[src/rtl/shift_ring_counter_n.sv]
// shift_ring_counter_n: N-bit ring/Johnson shift counter with load, self-correction and wrap pulse
module shift_ring_counter_n #(
   parameter int WIDTH = 4
) (
   input  logic             clock,
   input  logic             reset,
   input  logic             enable,
   input  logic             mode,
   input  logic             dir,
   input  logic             load,
   input  logic [WIDTH-1:0] load_value,
   output logic [WIDTH-1:0] q,
   output logic             wrap,
   output logic             error
);
   logic [WIDTH-1:0] q_q, q_d, seed_in, seed_cur, shifted;
   logic             mode_q, wrap_q, wrap_d, error_q, error_d, legal, steady;
   always_comb begin
      seed_in  = mode ? '0 : WIDTH'(1);
      seed_cur = mode_q ? '0 : WIDTH'(1);
      legal    = mode_q ? ($countones(q_q[WIDTH-2:0] ^ q_q[WIDTH-1:1]) <= 1)
                        : ($countones(q_q) == 1);
      shifted  = dir ? {q_q[0] ^ mode_q, q_q[WIDTH-1:1]}
                     : {q_q[WIDTH-2:0], q_q[WIDTH-1] ^ mode_q};
      steady   = !reset && !load && (mode == mode_q) && enable;
      q_d      = reset ? seed_in : load ? load_value : (mode != mode_q) ? seed_in :
                 !enable ? q_q : !legal ? seed_cur : shifted;
      error_d  = steady && !legal;
      wrap_d   = steady && legal && (shifted == seed_cur);
   end
   always_ff @(posedge clock) begin
      mode_q  <= mode;
      q_q     <= q_d;
      wrap_q  <= reset ? 1'b0 : wrap_d;
      error_q <= reset ? 1'b0 : error_d;
   end
   assign q     = q_q;
   assign wrap  = wrap_q;
   assign error = error_q;
endmodule

[config.mk]
export PLATFORM = sky130hd
export DESIGN_NAME = shift_ring_counter_n
export DESIGN_NICKNAME = d
export VERILOG_FILES = /design/src/rtl/shift_ring_counter_n.sv
export SDC_FILE = /design/constraint.sdc
export NUM_CORES = 1
export LEC_CHECK = 0
export ABC_AREA = 1
export ABC_CLOCK_PERIOD_IN_PS = 4100
export CAP_MARGIN = 20
export CORE_AREA = 2 2 39 41
export CTS_CLUSTER_DIAMETER = 60
export DETAILED_ROUTE_END_ITERATION = 8
export DIE_AREA = 0 0 41 43
export GPL_TIMING_DRIVEN = 0
export PLACE_DENSITY = 0.82
export RECOVER_POWER = 25
export SKIP_CTS_REPAIR_TIMING = 1
export SLEW_MARGIN = 10
export SYNTH_ARGS = -nofsm -noshare
export SYNTH_HDL_FRONTEND = slang
export SYNTH_SLANG_ARGS = --single-unit
export TNS_END_PERCENT = 1
[constraint.sdc]
create_clock -name clock -period 4.1 [get_ports clock]
set_input_delay 1.23 -clock clock [delete_from_list [all_inputs] [get_ports clock]]
set_output_delay 1.23 -clock clock [all_outputs]
set_load 0.01 [all_outputs]
### After elaboration in Yosys (flattened, before gate mapping)

Cells that the tools add are included.

| storage, ports and cells | value |
|---|---|
| register bits | 7 |
| output and inout bits | 6 |

| operators by class | value |
|---|---|
| add/sub/neg operators | 5 |
| order comparisons | 1 |
| eq/ne operators | 4 |
| multiplexer cells | 9 |
| bitwise operators | 3 |
| reductions and logical operators | 10 |

Operators with widths:

| cell | count |
|---|---|
| $mux 4 | 6 |
| $add 1x1->2 | 3 |
| $logic_and 1x1->1 | 6 |
| $eq 4x1->1 | 1 |
| $reduce_bool 4->1 | 1 |
| $add 2x1->3 | 1 |
| $add 2x2->3 | 1 |
| $eq 3x1->1 const B | 1 |
| $le 3x1->1 const B | 1 |
| $logic_not 1->1 | 3 |
| $mux 1 | 3 |
| $xor 3x3->3 | 1 |
| $xor 1x1->1 | 2 |
| $eq 1x1->1 | 1 |
| $ne 1x1->1 | 1 |

### Longest topological paths before layout

| depth | value |
|---|---|
| word-level depth | 10 |
| depth in mapped cells | 13 |
| depth with buffers taken out | 13 |

### Worst setup path before layout

OpenSTA, ideal clock, no wires.

| path | value |
|---|---|
| path type | flip-flop to flip-flop |
| start point | register q_q[0], in the netlist q[0] |
| end point | register q_q[0], in the netlist q[0], data pin |
| setup time | 0.252 ns |
| arrival time | 2.129 ns |
| required time | 3.848 ns |
| setup slack | 1.719 ns |
| stages on the path, launching flop included | 14 |
| path buffers | 0 |
| period minus slack after synthesis | 2.381 ns |
| path through | edfxtp_1 inv_1 fa_1 inv_1 ha_1 ha_1 inv_1 nand2_1 o21ai_1 nand2_1 nand3_1 nand2_1 nand2_1 nand2_1 |

| between the ends | value |
|---|---|
| word-level cells in the longest chain between the ends | 10 |
| elaborated cells on any way between the ends | 13 |
| those cells by class | add/sub: 4; order compare: 1; eq/ne: 1; mux: 6; bitwise: 1 |

RTL lines:

| what | line | RTL |
|---|---|---|
| start, declared | 16 | `logic [WIDTH-1:0] q_q, q_d, seed_in, seed_cur, shifted;` |
| start signal, assigned | 33 | `q_q <= q_d;` |
| $xor 3x3->3 | 21 | `legal = mode_q ? ($countones(q_q[WIDTH-2:0] ^ q_q[WIDTH-1:1]) <= 1)` |
| $add 1x1->2 | 21 |  |
| $add 2x1->3 | 21 |  |
| $le 3x1->1 | 21 |  |
| $mux 1 (*) | 21 |  |
| $mux 4 (*) (2 in a row) | 27 | `!enable ? q_q : !legal ? seed_cur : shifted;` |
| $mux 4 (*) (3 in a row) | 26 | `q_d = reset ? seed_in : load ? load_value : (mode != mode_q) ? seed_in :` |
| via q_d[0] | 16 |  |

The timed path passes the listed nets; every way through them passes the cells marked *. The select of a mux whose other input is x is not followed.
A chain may end at the register's enable or synchronous reset.

### Final worst setup path

Ends and elaborated chain as after synthesis.

==> run_results.csv <==
group,metric,value,unit
routing,wl_per_cell,8.73,um
power,leakage,0.401,nW
floorplanning,fp.dieH,43,um
routing,dr_total_vias,568,
floorplanning,num_io_pins,16,
floorplanning,die_w,41,um
clocking,cts_tree,"yes",
power,ir_worst_vdd,131,uV
clocking,cts_buffers,3,
synthesis,synthesis.nets,102,
timing,slew_headroom,71.3,%
timing,final_hold_viol_count,0,
flow_run,cap_violations,0,
synthesis,synth.distinct_cells,18,
worst_setup_path,crit_path_max_incr_delay,0.53,ns
worst_setup_path,end_kind,"register",
routing,drt_iter0_drc,12,
synthesis,syn_area,574,um2
timing,slew_viol_final,0,
worst_setup_path,path_common_cell,"nand2_1",
timing,finalSetupViolCount,0,
timing,finalCritPeriodShare,62.6,%
timing,tightest_slew,0.427,ns
final_layout,antennaDiodeCount,0,
routing,ant_nets,0,
timing,finClkSkew,0.000244,ns
timing,layout_setup_ws,1.54,ns
placed_design,hpwl,864,um
synthesis,postSynthCellCount,87,
placed_design,gp_congestion,0.825,
final_layout,layout-drive-gt1-share,6.60,%
clocking,clk_latency,0.25,ns
final_layout,post-route-cell-area,768,um2
routing,drc,0,
routing,wl,1070,um
timing,tns,0,ns
timing,min_period,2.56,ns
clocking,clk_pin_slew,0.05,ns
clocking,clock_sinks,7,
routing,vias_per_cell,4.66,
timing,max_freq,0.390,GHz
clocking,cts_buffer_depth,2,
placed_design,numPortBuffers,15,
global_route,grt_pass1_vias,450,
synthesis,seq_area_frac_synth,31.4,%
synthesis,syn_avg_cell_area,6.60,um2
worst_setup_path,crit_chain,"inv_1 > fa_1 > inv_1 > ha_1 > ha_1 > inv_1 > nand2_1 > o21ai_1 > nand2_1 > nand3_1 > nand2_1 > nand2_1 > nand2_1",
global_route,grt_start_max_net_pins,8,
floorplanning,start_util,41.5,%
final_layout,fin_cells,122,
worst_setup_path,required,4.11,ns
synthesis,ys_ff_latch,7,
global_route,grt_pass1_wl,1770,um
global_route,grt_use_total,15.1,%
worst_setup_path,crit_fanout,6,
floorplanning,fp.coreArea,0.00138,mm2
floorplanning,die-area,0.00176,mm2
worst_setup_path,arrival,2.57,ns
timing,rsz0062_at_grt,"no",
global_route,overflow,0,
final_layout,fill_cells,133,
placed_design,placed_cells,118,
min_path,hp-class,"register to register",
power,power_density,282,mW/mm2
clocking,htree_levels,1,
routing,firstDrtPassIters,4,
worst_setup_path,worst_setup_path_start_kind,"register",
worst_setup_path,crit_slowest_cell,"fa_1",
placed_design,dp_slack,1.55,ns
synthesis,yosysWarnings,0,
placed_design,placed_area,744,um2
clocking,cts-root-buf,"clkbuf_4",
global_route,grt_antenna_before_repair,0,
final_layout,final_nets,122,
worst_setup_path,critical_path_class,"register to register",
final_layout,synthToLayoutAreaGrowth,33.8,%
floorplanning,rows,14,
run_status,outcome,"finished clean",
-- kinds of logic (layout without fill, tap and decap cells) --
logic type                 after synthesis  count (layout)  share of synthesized area, %
xor gates and xnor gates                 1               1                          1.53
buffers and inverters                   14              33                          9.15
DFF                                      7               7                          31.4
and+or+nand+nor                         52              52                          38.8
adders and majority gates                5               5                          12.2
AOI/OAI and AO/OA                        8               8                          6.97
-- registers in the layout, indices dropped and copies added, names as in the netlist --
name	cells
mode_q	1
q	4
wrap	1
error	1
-- critical path: cells and delay by family, from the launching register on --
kind,cells,cell delay (ns)
fa+ha+maj,3,0.98
flops,1,0.42
simple gates,6,0.36
compound gates,1,0.35
buf+inv,3,0.20
-- worst paths after layout --
| kind | startpoint | endpoint | slack, ns | cells past startpoint |
|---|---|---|---|---|
| max | q[0] | q[0] | 1.54 | 13 |
| max reg2reg | q[0] | q[0] | 1.54 | 13 |
| min | mode_q | error | 0.71 | 2 |
| min reg2reg | mode_q | error | 0.71 | 2 |
-- metal layers --
metal  wire length [um]  vias up  part of all wire [%]  global-route usage, %
met4                 42        0                   3.9                   12.0
li1                   -      313                     -                      -
met2                457       22                    43                   20.6
met1                502      228                    47                   19.4
met5                  0        -                     0                      0
met3                 62        5                   5.8                   3.14
-- power breakdown --
part | internal, mW | switching (mW) | total (mW)
registers | 0.0794 | 0.00558 | 0.0850
clock network | 0.0371 | 0.0245 | 0.0616
logic | 0.0317 | 0.0383 | 0.0700
-- cell usage in the layout (no fill, tap or decap), drive strengths merged --
cell	count
a21oi	5
clkbuf	4
inv	14
fa	1
nand2	37
dfxtp	3
nand4	1
edfxtp	4
xor2	1
clkdlybuf4s50	12
nand3b	1
nor2	8
dlygate4sd3	3
o21ai	3
nand3	5
ha	4
-- layout make-up --
cell class                      count  area (um2)  share of cell area (%)
Multi-Input combinational cell     66         339                    44.1
Inverter                           14        52.6                    6.84
Timing Repair Buffer               15         150                    19.5
Clock buffer                        4        26.3                    3.42
Tap cell                           16        20.0                    2.61
Sequential cell                     7         180                    23.5
-- cell usage after synthesis --
master | instances | area share [%]
a21oi_1 | 5 | 4.4
dfxtp_1 | 3 | 10
edfxtp_1 | 4 | 21
fa_1 | 1 | 3.5
ha_1 | 4 | 8.7
inv_1 | 13 | 8.5
inv_2 | 1 | 0.65
nand2_1 | 35 | 23
nand2_2 | 1 | 1.1
nand2_4 | 1 | 2.0
nand3_1 | 5 | 4.4
nand3b_1 | 1 | 1.3
nand4_1 | 1 | 1.1
nor2_1 | 6 | 3.9
nor2_2 | 2 | 2.2
o21ai_0 | 2 | 1.7
o21ai_1 | 1 | 0.87
xor2_1 | 1 | 1.5
-- metrics by stage --
step                hold slack (ns)  power, mW  util (%)
floorplan                     0.613      0.130         -
global placement              0.690      0.155      53.8
detailed placement            0.699      0.157      53.8
CTS                           0.701      0.220      55.7
global route                  0.765      0.238      55.5
finish                        0.709      0.216      55.5
No activity file was read; power rests on OpenSTA's default activity.
